==> src/rtl/pcm_stream.sv <==
// PCM sample streamer: assembles 16-bit samples from CPU byte writes into a FIFO,
// pops one per sample-rate strobe and mixes it with the PSG sample under saturation.
module pcm_stream #(
   parameter int unsigned DEPTH_LOG2 = 6
) (
   input  logic        clk,
   input  logic        reset,
   input  logic        wr,
   input  logic        adr,
   input  logic [7:0]  data,
   input  logic        clken,
   input  logic [15:0] sound_in,
   output logic [15:0] sound_out,
   output logic        full,
   output logic        empty,
   output logic        underrun
);

   localparam int unsigned Depth = 2 ** DEPTH_LOG2;

   typedef logic [DEPTH_LOG2-1:0] ptr_t;
   typedef logic [DEPTH_LOG2:0]   cnt_t;

   logic [15:0] mem [Depth];

   ptr_t        wr_ptr_q, wr_ptr_d;
   ptr_t        rd_ptr_q, rd_ptr_d;
   cnt_t        count_q, count_d;
   logic        phase_q, phase_d;
   logic [7:0]  low_q, low_d;
   logic        underrun_q, underrun_d;
   logic [15:0] sound_out_q, sound_out_d;

   logic        byte_wr, ctl_wr, flush;
   logic        push_req, push, pop;
   logic [15:0] sample, pcm_term, mix_sat;
   logic [16:0] mix_sum;

   assign full      = (count_q == cnt_t'(Depth));
   assign empty     = (count_q == '0);
   assign underrun  = underrun_q;
   assign sound_out = sound_out_q;

   always_comb begin
      byte_wr  = wr && !adr;
      ctl_wr   = wr && adr;
      flush    = ctl_wr && data[0];
      sample   = {data, low_q};
      push_req = byte_wr && phase_q;
      // A flush in the same cycle suppresses the pop so the PCM term is silent.
      pop      = clken && !empty && !flush;
      // When full, a simultaneous pop frees the slot before the push lands.
      push     = push_req && (!full || pop);
      pcm_term = pop ? mem[rd_ptr_q] : 16'h0000;
   end

   always_comb begin
      mix_sum = {sound_in[15], sound_in} + {pcm_term[15], pcm_term};
      if (mix_sum[16] != mix_sum[15]) begin
         mix_sat = mix_sum[16] ? 16'h8000 : 16'h7FFF;
      end else begin
         mix_sat = mix_sum[15:0];
      end
   end

   always_comb begin
      wr_ptr_d    = wr_ptr_q;
      rd_ptr_d    = rd_ptr_q;
      count_d     = count_q;
      phase_d     = phase_q;
      low_d       = low_q;
      underrun_d  = underrun_q;
      sound_out_d = sound_out_q;

      if (flush) begin
         wr_ptr_d = '0;
         rd_ptr_d = '0;
         count_d  = '0;
         phase_d  = 1'b0;
      end else begin
         if (byte_wr) begin
            if (phase_q) begin
               phase_d = 1'b0;
            end else begin
               low_d   = data;
               phase_d = 1'b1;
            end
         end
         if (push) begin
            wr_ptr_d = wr_ptr_q + ptr_t'(1);
         end
         if (pop) begin
            rd_ptr_d = rd_ptr_q + ptr_t'(1);
         end
         unique case ({push, pop})
            2'b10:   count_d = count_q + cnt_t'(1);
            2'b01:   count_d = count_q - cnt_t'(1);
            default: count_d = count_q;
         endcase
      end

      if (ctl_wr && data[1]) begin
         underrun_d = 1'b0;
      end
      if (clken && empty && !flush) begin
         underrun_d = 1'b1;
      end

      if (clken) begin
         sound_out_d = mix_sat;
      end
   end

   always_ff @(posedge clk) begin
      if (reset) begin
         wr_ptr_q    <= '0;
         rd_ptr_q    <= '0;
         count_q     <= '0;
         phase_q     <= 1'b0;
         low_q       <= 8'h00;
         underrun_q  <= 1'b0;
         sound_out_q <= 16'h0000;
      end else begin
         wr_ptr_q    <= wr_ptr_d;
         rd_ptr_q    <= rd_ptr_d;
         count_q     <= count_d;
         phase_q     <= phase_d;
         low_q       <= low_d;
         underrun_q  <= underrun_d;
         sound_out_q <= sound_out_d;
      end
   end

   // Storage left unreset so it maps onto RAM.
   always_ff @(posedge clk) begin
      if (push && !reset) begin
         mem[wr_ptr_q] <= sample;
      end
   end

endmodule

==> config.mk <==
export PLATFORM = sky130hd
export DESIGN_NAME = pcm_stream
export DESIGN_NICKNAME = d
export VERILOG_FILES = /design/src/rtl/pcm_stream.sv
export SDC_FILE = /design/constraint.sdc
export NUM_CORES = 1
export LEC_CHECK = 0
export CAP_MARGIN = 5
export CELL_PAD_IN_SITES_DETAIL_PLACEMENT = 0
export CELL_PAD_IN_SITES_GLOBAL_PLACEMENT = 1
export CORE_AREA = 4 4 297 299
export DETAILED_ROUTE_END_ITERATION = 10
export DIE_AREA = 0 0 301 303
export GPL_TIMING_DRIVEN = 0
export PLACE_DENSITY_LB_ADDON = 0.05
export SLEW_MARGIN = 5
export SYNTH_ARGS = -nofsm -noshare
export SYNTH_HDL_FRONTEND = slang
export SYNTH_SLANG_ARGS = --single-unit
==> constraint.sdc <==
create_clock -name clk -period 12.38 [get_ports clk]
set_input_delay 1.857 -clock clk [delete_from_list [all_inputs] [get_ports clk]]
set_output_delay 1.857 -clock clk [all_outputs]
set_load 0.02 [all_outputs]
; After elaboration in Yosys (flattened, before gate mapping)
; Memory sizes are Yosys's and may differ from the RTL's. A register that Yosys moved wholly into a read port is not among the register bits.
; Index checks and enable logic that the tools add are counted.
[word_totals]
ff_bits = 45
ram_bits = 1024
in_bits = 29
wordCells = 52
mem_count = 1
[mem_list]
columns = memory, depth, word_bits, rd, rd_ports_with_merged_regs, write_ports, line_no
row1 = mem, 64, 16, 1, 1, 1, 24  ; logic [15:0] mem [Depth];
[classes]
add_sub_neg = 5
eq_ne = 4
n_mux = 11
bitwise_logic = 2
reduce_logical = 22
[op_table]
columns = operator, n
row1 = 16-bit 2-to-1 mux, 3
row2 = 16-bit by 16-bit adder with 17-bit output, 1
row3 = 7-bit case mux with 2 select lines, 1
row4 = 6-bit by 1-bit adder with 6-bit output (second input constant), 2
row5 = 6-bit 2-to-1 mux, 2
row6 = 1-bit logical AND, 11
row7 = 7-bit by 1-bit adder with 7-bit output (second input constant), 1
row8 = 7-bit == test (second input constant), 1
row9 = 7-bit zero test, 1
row10 = 7-bit by 1-bit subtractor with 7-bit output (second input constant), 1
row11 = 1-bit zero test, 5
row12 = 1-bit 2-to-1 mux, 5
row13 = 2-bit nonzero test, 2
row14 = 3-bit AND reduction, 1
row15 = 2-bit by 1-bit == test with 1-bit output (second input constant), 1
row16 = 2-bit == test (second input constant), 1
row17 = 1-bit NOT, 2
row18 = 2-bit OR reduction, 1
row19 = 1-bit logical OR, 1
row20 = 1-bit != test, 1

; Depth between registers and ports, before layout
; Gate-level depths: netlist of the first run.
[logic_depth]
ltp_word = 9
ltp_mapped = 22

; Worst setup path after synthesis of the first run
; Ideal clock, no wire load.
[synth_timing]
kind = input -> register
start = input clken
end = register sound_out_q[2], in the netlist sound_out[2]
setup_time_ns = 0.080
arrival_time_ns = 5.496
required_time_ns = 12.300
path_slack_ns = 6.804
cell_stages = 20
cell_sequence = clkbuf_1 > nand2_1 > or2_2 > clkbuf_1 > nor2_1 > clkbuf_1 > nand3_1 > o21ai_0 > ha_1 > inv_1 > fa_1 > nor2b_1 > o31ai_2 > a211oi_2 > nor3_1 > a211o_1 > buf_2 > buf_2 > maj3_2 > a211oi_2
[synth_between]
elab_chain_cells = 6
word_cells_on_any_way = 7
[synth_lines]
columns = item, line_no
row1 = "start, declared", 11  ; input logic clken,
row2 = 1-bit logical AND (2 in a row), 51  ; pop = clken && !empty && !flush;
row3 = 16-bit 2-to-1 mux, 54  ; pcm_term = pop ? mem[rd_ptr_q] : 16'h0000;
row4 = 16-bit by 16-bit adder with 17-bit output, 58  ; mix_sum = {sound_in[15], sound_in} + {pcm_term[15], pcm_term};
row5 = 16-bit 2-to-1 mux / 1-bit != test (equally long branches), "60, 59"
row6 = 16-bit 2-to-1 mux, 59  ; if (mix_sum[16] != mix_sum[15]) begin
row7 = "end signal, assigned", 130  ; sound_out_q <= sound_out_d;
row8 = "end, declared", 32  ; logic [15:0] sound_out_q, sound_out_d;
; Parallel ways exist; a longest one is shown, timed or not.
; A chain may end at the register's enable or synchronous reset.

; Final worst setup path of the first run
[layout_timing]
start = input data[0]
end = register sound_out_q[1], in the netlist sound_out[1]
[layout_between]
elab_chain_cells = 7
word_cells_on_any_way = 8
[layout_lines]
columns = item, line_no
row1 = "start, declared", 10  ; input logic [7:0] data,
row2 = 1-bit logical AND *, 47  ; flush = ctl_wr && data[0];
row3 = 1-bit zero test *, 51
row4 = 1-bit logical AND *, 51
row5 = 16-bit 2-to-1 mux *, 54
row6 = 16-bit by 16-bit adder with 17-bit output *, 58
row7 = 16-bit 2-to-1 mux / 1-bit != test (equally long branches), "60, 59"
row8 = 16-bit 2-to-1 mux *, 59
; Every way passes the cells marked *; elsewhere a longest branch is shown, timed or not.

==> out/qor.json, run 1 <==
{
  "grt": {
    "grt_use_total": 0.247,
    "grt_first_pass_wirelength_mm": 158,
    "number_of_antenna_violations_at_the_first_check_in_global_routing": 4,
    "first_global_vias": 21499,
    "grt.overflow.total": 0,
    "largest_net_degree_at_the_start_of_global_routing": 66
  },
  "yosys": {
    "synthesis.area_per_instance_sq_um": 21.2,
    "ys_seq_elements": 1075,
    "post_synth_inst_count": 2002,
    "yosys.cell_types.count": 63,
    "ys_async_sr_fraction": 0,
    "netlist_area_sq_um": 42400,
    "ys_warn_count": 0,
    "dominant_register_cell_in_the_synthesized_netlist": "sky130_fd_sc_hd__edfxtp_1",
    "synth_edf_count": 1024,
    "synth-seq-area-share": 0.749,
    "synth_fp_nets": 2056
  },
  "clock_network": {
    "clock_sinks": 1075,
    "post_cts_buffers": 0,
    "holdBufCountCts": 0,
    "worst_skew_pair.late_latency_ns": 0.70,
    "postCtsResizedCells": 0,
    "cts.clk_slew.worst_paths_ns": 0.06,
    "tritoncts.num_buffers": 108,
    "cts_tree": "yes",
    "cts-root-buf": "sky130_fd_sc_hd__clkbuf_16",
    "cts_max_path_buffers": 3,
    "htree_num_levels": 3
  },
  "routing": {
    "drtAntennaViolNets": 0,
    "drt_pass1_iterations": 7,
    "post-route-drc-count": 0,
    "wl_mm": 110,
    "drt_iter0_drc": 2385,
    "total_number_of_vias": 21332,
    "drt-wirelength-per-cell_um": 31.9,
    "routed_via_count_divided_by_cell_count": 6.15
  },
  "timing": {
    "setup_viol": 0,
    "timing.hold.ws_ns": 0.491,
    "timing_worst_slew_pin_value_ns": 1.37,
    "fin_setup_tns_ns": 0,
    "min_period_over_period": 0.580,
    "finalClockSkew_ns": 0.0356,
    "hold_viol_final": 0,
    "timing.slew.headroom": 0.0892,
    "slew_viol_final": 0,
    "timing.final.crit_period_ns": 7.18,
    "rsz0062_at_grt": "no",
    "clock.fmax_mhz": 139
  },
  "setup_path": {
    "worstPathCellList": "buf_2 -> buf_12 -> nand3_1 -> nand2_1 -> or2_2 -> clkbuf_1 -> nor2_1 -> clkbuf_1 -> nand3_1 -> o21ai_0 -> ha_1 -> inv_1 -> fa_1 -> nor2b_1 -> o31ai_2 -> a211oi_2 -> nor3_1 -> a211o_1 -> buf_2 -> buf_2 -> maj3_2 -> a211oi_1",
    "critPathMaxFanout": 37,
    "critPathLaunch": "data[0]",
    "cp_data_arrival_time_ns": 7.78,
    "crit_top_cell": "sky130_fd_sc_hd__buf_2",
    "timing.reg2reg.setup_slack_ns": 5.62,
    "worstSetupPathDepth": 22,
    "critPathMaxStageDelay_ns": 0.57,
    "timing.critical_path.max_delay_family": "simple AND/OR/NAND/NOR gates",
    "worst_ep_required_time_ns": 12.98,
    "worst_setup_path_endpoint": "sound_out[1]",
    "critPathBufInv": 7,
    "crit_type": "input pin to register",
    "worst_path_max_delay_cell": "sky130_fd_sc_hd__nor2_1",
    "timing.critical_path.to_type": "register",
    "startpoint_type": "input pin",
    "r2r-end": "sound_out[1]",
    "timing.reg2reg.worst_path_depth": 20
  },
  "final_layout": {
    "share_of_final_layout_standard_cells_stronger_than_drive_strength_1": 0.290,
    "multiInputGateArea_sq_um": 10300,
    "post_layout_nonfiller_instances": 3466,
    "fillers": 6345,
    "flow.area_growth_from_synthesis_pct": 16.2,
    "final-seq-area_sq_um": 31800,
    "postLayoutCellArea_sq_um": 49300,
    "final_nets": 2288,
    "fin_util": 0.579
  },
  "placed_design": {
    "buffer_ports.inserted": 45,
    "postPlaceCellArea_sq_um": 45800,
    "placedCellCount": 3268,
    "dp.final_hpwl_mm": 75.3,
    "gpl.final_weighted_congestion": 0.890
  },
  "power": {
    "worst_ir_drop_vdd_mv": 0.127,
    "total_leakage_power_uw": 0.0148,
    "pwr_density_cell_nw_per_um2": 178
  },
  "floorplan": {
    "die_y_um": 303,
    "row_count": 107,
    "placeable_area_sq_um": 85100,
    "die-area_sq_um": 91200,
    "design.portCount": 48,
    "initial_utilization": 0.498,
    "floorplan.die.width_um": 301
  },
  "run": {
    "timing.max_cap.violations": 0
  },
  "outcome": {
    "status": "finished clean"
  },
  "hold_path": {
    "worst_hold_path_type": "register to register"
  }
}
-- synth_stat cells (all sizes together) (3+ instances only) --
master / number / area (sq um)
a211o: 3 / 27.5
a211oi: 18 / 190
a21o: 4 / 30.0
a21oi: 22 / 114
a22oi: 18 / 135
a31oi: 3 / 18.8
and3: 15 / 93.8
buf: 51 / 254
clkbuf: 52 / 195
dfxtp: 51 / 1020
edfxtp: 1024 / 30700
ha: 23 / 288
inv: 17 / 63.8
maj3: 15 / 166
mux2i: 70 / 701
mux4: 297 / 6690
nand2: 43 / 161
nand2b: 9 / 56.3
nand3: 22 / 110
nand3b: 3 / 22.5
nor2: 126 / 473
nor2b: 9 / 56.3
nor3: 12 / 60.1
nor4: 4 / 25.0
o21a: 5 / 37.5
o21ai: 26 / 130
or2: 3 / 18.8
or3: 3 / 18.8
xnor2: 10 / 87.6
xor2: 13 / 114
-- cells by family (layout without fill, tap and decap cells) --
| group | after synthesis | in the layout | synth area share |
|---|---|---|---|
| AOI/OAI and AO/OA | 116 | 116 | 0.0199 |
| xor gates and xnor gates | 23 | 23 | 0.00475 |
| adders and majority gates | 40 | 40 | 0.0117 |
| buffers and inverters | 120 | 439 | 0.0121 |
| DFF | 1075 | 1075 | 0.749 |
| muxes | 367 | 367 | 0.174 |
| other | 0 | 1 | 0 |
| and+or+nand+nor | 261 | 261 | 0.0281 |
-- state kept, by name, summed over array words and instances (netlist names), named ones only --
signal and flops:
phase_q 1, rd_ptr_q 6, mem 1024, sound_out 16, count_q 7, low_q 8, wr_ptr_q 6, underrun 1
-- power breakdown --
group,total [uW],switching [uW],internal (uW)
registers,4040,36.6,4000
clock network,3210,1370,1840
logic,1530,845,680
total,8770,2250,6520
-- how the worst min path moves through the flow --
stage                        from             to  slack [ns]  cells past startpoint
floorplan             rd_ptr_q[1]       register        0.47                      2
global placement     sound_out[1]   sound_out[1]        0.48                      2
detailed placement   sound_out[8]   sound_out[8]        0.48                      2
CTS                  sound_out[8]   sound_out[8]        0.49                      2
global route        sound_out[10]  sound_out[10]        0.52                      2
finish               sound_out[8]   sound_out[8]        0.49                      2
-- layout by cell type (no fill, tap or decap), types with 37 or more instances in the layout --
| cell type | synthesis | layout |
|---|---|---|
| sky130_fd_sc_hd__clkbuf_1 | 52 | 72 |
| sky130_fd_sc_hd__clkdlybuf4s50_1 | 0 | 37 |
| sky130_fd_sc_hd__mux4_2 | 297 | 297 |
| sky130_fd_sc_hd__nor2_2 | 0 | 64 |
| sky130_fd_sc_hd__buf_2 | 35 | 43 |
| sky130_fd_sc_hd__mux2i_1 | 70 | 70 |
| sky130_fd_sc_hd__clkbuf_16 | 0 | 110 |
| sky130_fd_sc_hd__nor2_1 | 126 | 62 |
| sky130_fd_sc_hd__buf_8 | 0 | 48 |
| sky130_fd_sc_hd__nand2_1 | 43 | 43 |
| sky130_fd_sc_hd__dfxtp_1 | 51 | 43 |
| sky130_fd_sc_hd__edfxtp_1 | 1024 | 1024 |
-- routing by layer --
layer | share of wire | vias to the layer above | GRT usage
li1 | - | 8832 | -
met2 | 0.48 | 803 | 0.388
met3 | 0.074 | 172 | 0.0435
met1 | 0.42 | 11525 | 0.359
met5 | 0 | - | 0
met4 | 0.030 | 0 | 0.0756
-- cell type report --
cell class	count	share of cell area
clock inverters	67	0.0129
well taps	1144	0.0290
plain buffers	103	0.00911
multi-input cells	807	0.209
diodes	1	0.0000508
clock buffers	130	0.0574
flip-flops and latches	1075	0.645
repair buffers	122	0.0367
inverters	17	0.00129
-- stage by stage --
step	total power [uW]	worst slack [ns]
after floorplan	5140	6.80
after global placement	5640	3.20
after detailed placement	5650	4.75
after CTS	8850	5.48
after global routing	9110	4.87
final	8770	5.20
-- worst register-to-register path: stages, from the launching register on --
cell and delay (ns):
sky130_fd_sc_hd__dfxtp_1 0.41, sky130_fd_sc_hd__buf_2 0.43, sky130_fd_sc_hd__clkbuf_1 0.68, sky130_fd_sc_hd__clkbuf_1 0.81, sky130_fd_sc_hd__mux4_2 0.39, sky130_fd_sc_hd__mux2i_1 0.10
sky130_fd_sc_hd__a22oi_1 0.28, sky130_fd_sc_hd__nand3_1 0.30, sky130_fd_sc_hd__o21ai_0 0.41, sky130_fd_sc_hd__ha_1 0.34, sky130_fd_sc_hd__inv_1 0.08, sky130_fd_sc_hd__fa_1 0.42
sky130_fd_sc_hd__nor2b_1 0.19, sky130_fd_sc_hd__o31ai_2 0.13, sky130_fd_sc_hd__a211oi_2 0.35, sky130_fd_sc_hd__nor3_1 0.11, sky130_fd_sc_hd__a211o_1 0.31, sky130_fd_sc_hd__buf_2 0.18
sky130_fd_sc_hd__buf_2 0.21, sky130_fd_sc_hd__maj3_2 0.31, sky130_fd_sc_hd__a211oi_1 0.24
(Power assumes the default switching activity.)
==> run 2, diff against run 1 <==
clock period = 6.6 ns   (was 12.38 ns; I/O delays follow)
==> out/qor.json, run 2 (synthesis gave the netlist of run 1 again) <==
{
  "outcome": {
    "status": "finished clean"
  },
  "hold_path": {
    "holdPathEnd": "sound_out[8]",
    "worst_hold_path_type": "register to register",
    "worst_hold_startpoint": "sound_out[8]",
    "cell_depth_of_the_worst_hold_path": 2
  },
  "clock_network": {
    "htree_num_levels": 3,
    "cts_max_path_buffers": 3,
    "tritoncts.num_buffers": 108,
    "holdBufCountCts": 0,
    "cts.clk_slew.worst_paths_ns": 0.06,
    "clock_sinks": 1075,
    "post_cts_buffers": 0,
    "cts_tree": "yes",
    "worst_skew_pair.late_latency_ns": 0.70,
    "cts-root-buf": "sky130_fd_sc_hd__clkbuf_16"
  },
  "setup_path": {
    "startpoint_type": "register",
    "critPathBufInv": 5,
    "critPathMaxFanout": 10,
    "crit_type": "register to register",
    "timing.critical_path.to_type": "register",
    "timing.reg2reg.worst_path_depth": 18,
    "worst_path_max_delay_cell": "sky130_fd_sc_hd__clkbuf_1",
    "worstPathCellList": "clkbuf_1 -> clkbuf_1 -> mux4_2 -> mux4_2 -> mux2i_1 -> o21ai_0 -> ha_1 -> inv_1 -> fa_1 -> nor2b_1 -> o31ai_2 -> a211oi_2 -> nor3_1 -> a211o_1 -> buf_2 -> buf_2 -> maj3_2 -> a211oi_1",
    "r2r-end": "sound_out[1]",
    "cp_data_arrival_time_ns": 6.99,
    "timing.reg2reg.setup_slack_ns": 0.21,
    "critPathMaxStageDelay_ns": 0.87,
    "timing.critical_path.max_delay_family": "buffers and inverters",
    "worst_ep_required_time_ns": 7.20
  },
  "final_layout": {
    "share_of_final_layout_standard_cells_stronger_than_drive_strength_1": 0.294,
    "flow.area_growth_from_synthesis_pct": 16.3,
    "final_nets": 2288,
    "layout.cells.most_common": "sky130_fd_sc_hd__edfxtp_1",
    "most-common-layout-cells": "1,024 x sky130_fd_sc_hd__edfxtp_1, 297 x sky130_fd_sc_hd__mux4_2, 110 x sky130_fd_sc_hd__clkbuf_16",
    "max_reg_flops": 1024,
    "most_flop_heavy_register": "mem"
  },
  "placed_design": {
    "buffer_ports.inserted": 45,
    "dp.final_hpwl_mm": 75.3,
    "gpl.final_weighted_congestion": 0.890,
    "place_worst_setup_slack_ns": -0.167
  },
  "routing": {
    "routed_via_count_divided_by_cell_count": 6.17,
    "drt_iter0_drc": 2349,
    "drtAntennaViolNets": 0,
    "wl_mm": 110,
    "drt_pass1_iterations": 7,
    "drt-wirelength-per-cell_um": 31.8,
    "post-route-drc-count": 0,
    "total_number_of_vias": 21401
  },
  "floorplan": {
    "die-area_sq_um": 91200,
    "die_y_um": 303,
    "design.portCount": 48,
    "row_count": 107,
    "floorplan.die.width_um": 301,
    "placeable_area_sq_um": 85100,
    "initial_utilization": 0.498
  },
  "timing": {
    "finalClockSkew_ns": 0.0394,
    "setup_viol": 0,
    "hold_viol_final": 0,
    "min_period_over_period": 0.968,
    "slew_viol_final": 0,
    "clock.fmax_mhz": 157,
    "timing_worst_slew_pin_value_ns": 1.21,
    "timing.final.ws_setup_ns": 0.213,
    "timing.final.crit_period_ns": 6.39,
    "timing.slew.headroom": 0.195
  },
  "power": {
    "worst_ir_drop_vdd_mv": 0.237,
    "pwr_density_cell_nw_per_um2": 334,
    "total_leakage_power_uw": 0.0148,
    "post-layout-total-power_uw": 16500
  },
  "grt": {
    "largest_net_degree_at_the_start_of_global_routing": 66,
    "grt.overflow.total": 0,
    "number_of_antenna_violations_at_the_first_check_in_global_routing": 4,
    "grt_first_pass_wirelength_mm": 158,
    "grt_use_total": 0.247,
    "first_global_vias": 21499
  },
  "run": {
    "timing.max_cap.violations": 0
  }
}
## run 2: power by group
| group | leakage (uW) | internal, uW | total, uW | switching, uW |
|---|---|---|---|---|
| combinational | 0.00373 | 1280 | 2870 | 1590 |
| sequential | 0.00936 | 7510 | 7580 | 67.9 |
| clock | 0.00169 | 3440 | 6010 | 2570 |
| total | 0.0148 | 12200 | 16500 | 4220 |
## run 2: tightest hold or removal path, delay by kind of cell, from the launching register on
| family | cells | cell delay [ns] |
|---|---|---|
| DFF | 1 | 0.31 |
| and+or+nand+nor | 1 | 0.08 |
| AOI/OAI and AO/OA | 1 | 0.05 |
## run 2: how the worst max path moves through the flow
stage | end | slack [ns] | start | depth (start not counted)
after floorplan | sound_out[2] | 1.89 | clken | 20
after global placement | sound_out[7] | -1.71 | data[0] | 21
after detailed placement | sound_out[1] | -0.17 | data[0] | 22
after CTS | sound_out[1] | 0.001 | register | 20
after global routing | sound_out[1] | -0.001 | register | 22
final | sound_out[1] | 0.21 | register | 18
## run 2: routing by layer
layer	up-vias	track usage	wire (um)	share of wire
met4	0	0.0756	3290	0.030
met2	833	0.388	52400	0.48
met5	-	0	0	0
met3	171	0.0435	7630	0.069
met1	11564	0.359	47000	0.43
li1	8833	-	-	-
## run 2: cell type report
| type | count | area, sq um |
|---|---|---|
| Sequential cell | 1075 | 31800 |
| Clock inverter | 67 | 636 |
| Clock buffer | 130 | 2830 |
| Fill cell | 6334 | 35800 |
| Inverter | 17 | 63.8 |
| Tap cell | 1144 | 1430 |
| Multi-Input combinational cell | 807 | 10300 |
| Timing Repair Buffer | 122 | 1810 |
| Antenna cell | 2 | 5.00 |
| Buffer | 103 | 482 |
## run 2: stage by stage
stage                     area (sq um)  instances  TNS [ns]   util  hold WS, ns
final                            49300       3467         0  0.579        0.491
after global routing             49300       3465  -0.00134  0.579        0.520
after CTS                        49300       3465         0  0.579        0.493
after detailed placement         45800       3268     -1.53  0.538        0.484
after global placement           44300       3191    -26.08  0.520        0.479
after floorplan                  42400       2002         0      -        0.468
## run 2: timing repair
item | in CTS | in global routing
endpoints found under the hold margin | 0 | 0
gates resized for setup | 0 | 29
setup endpoints to repair | 0 | 16
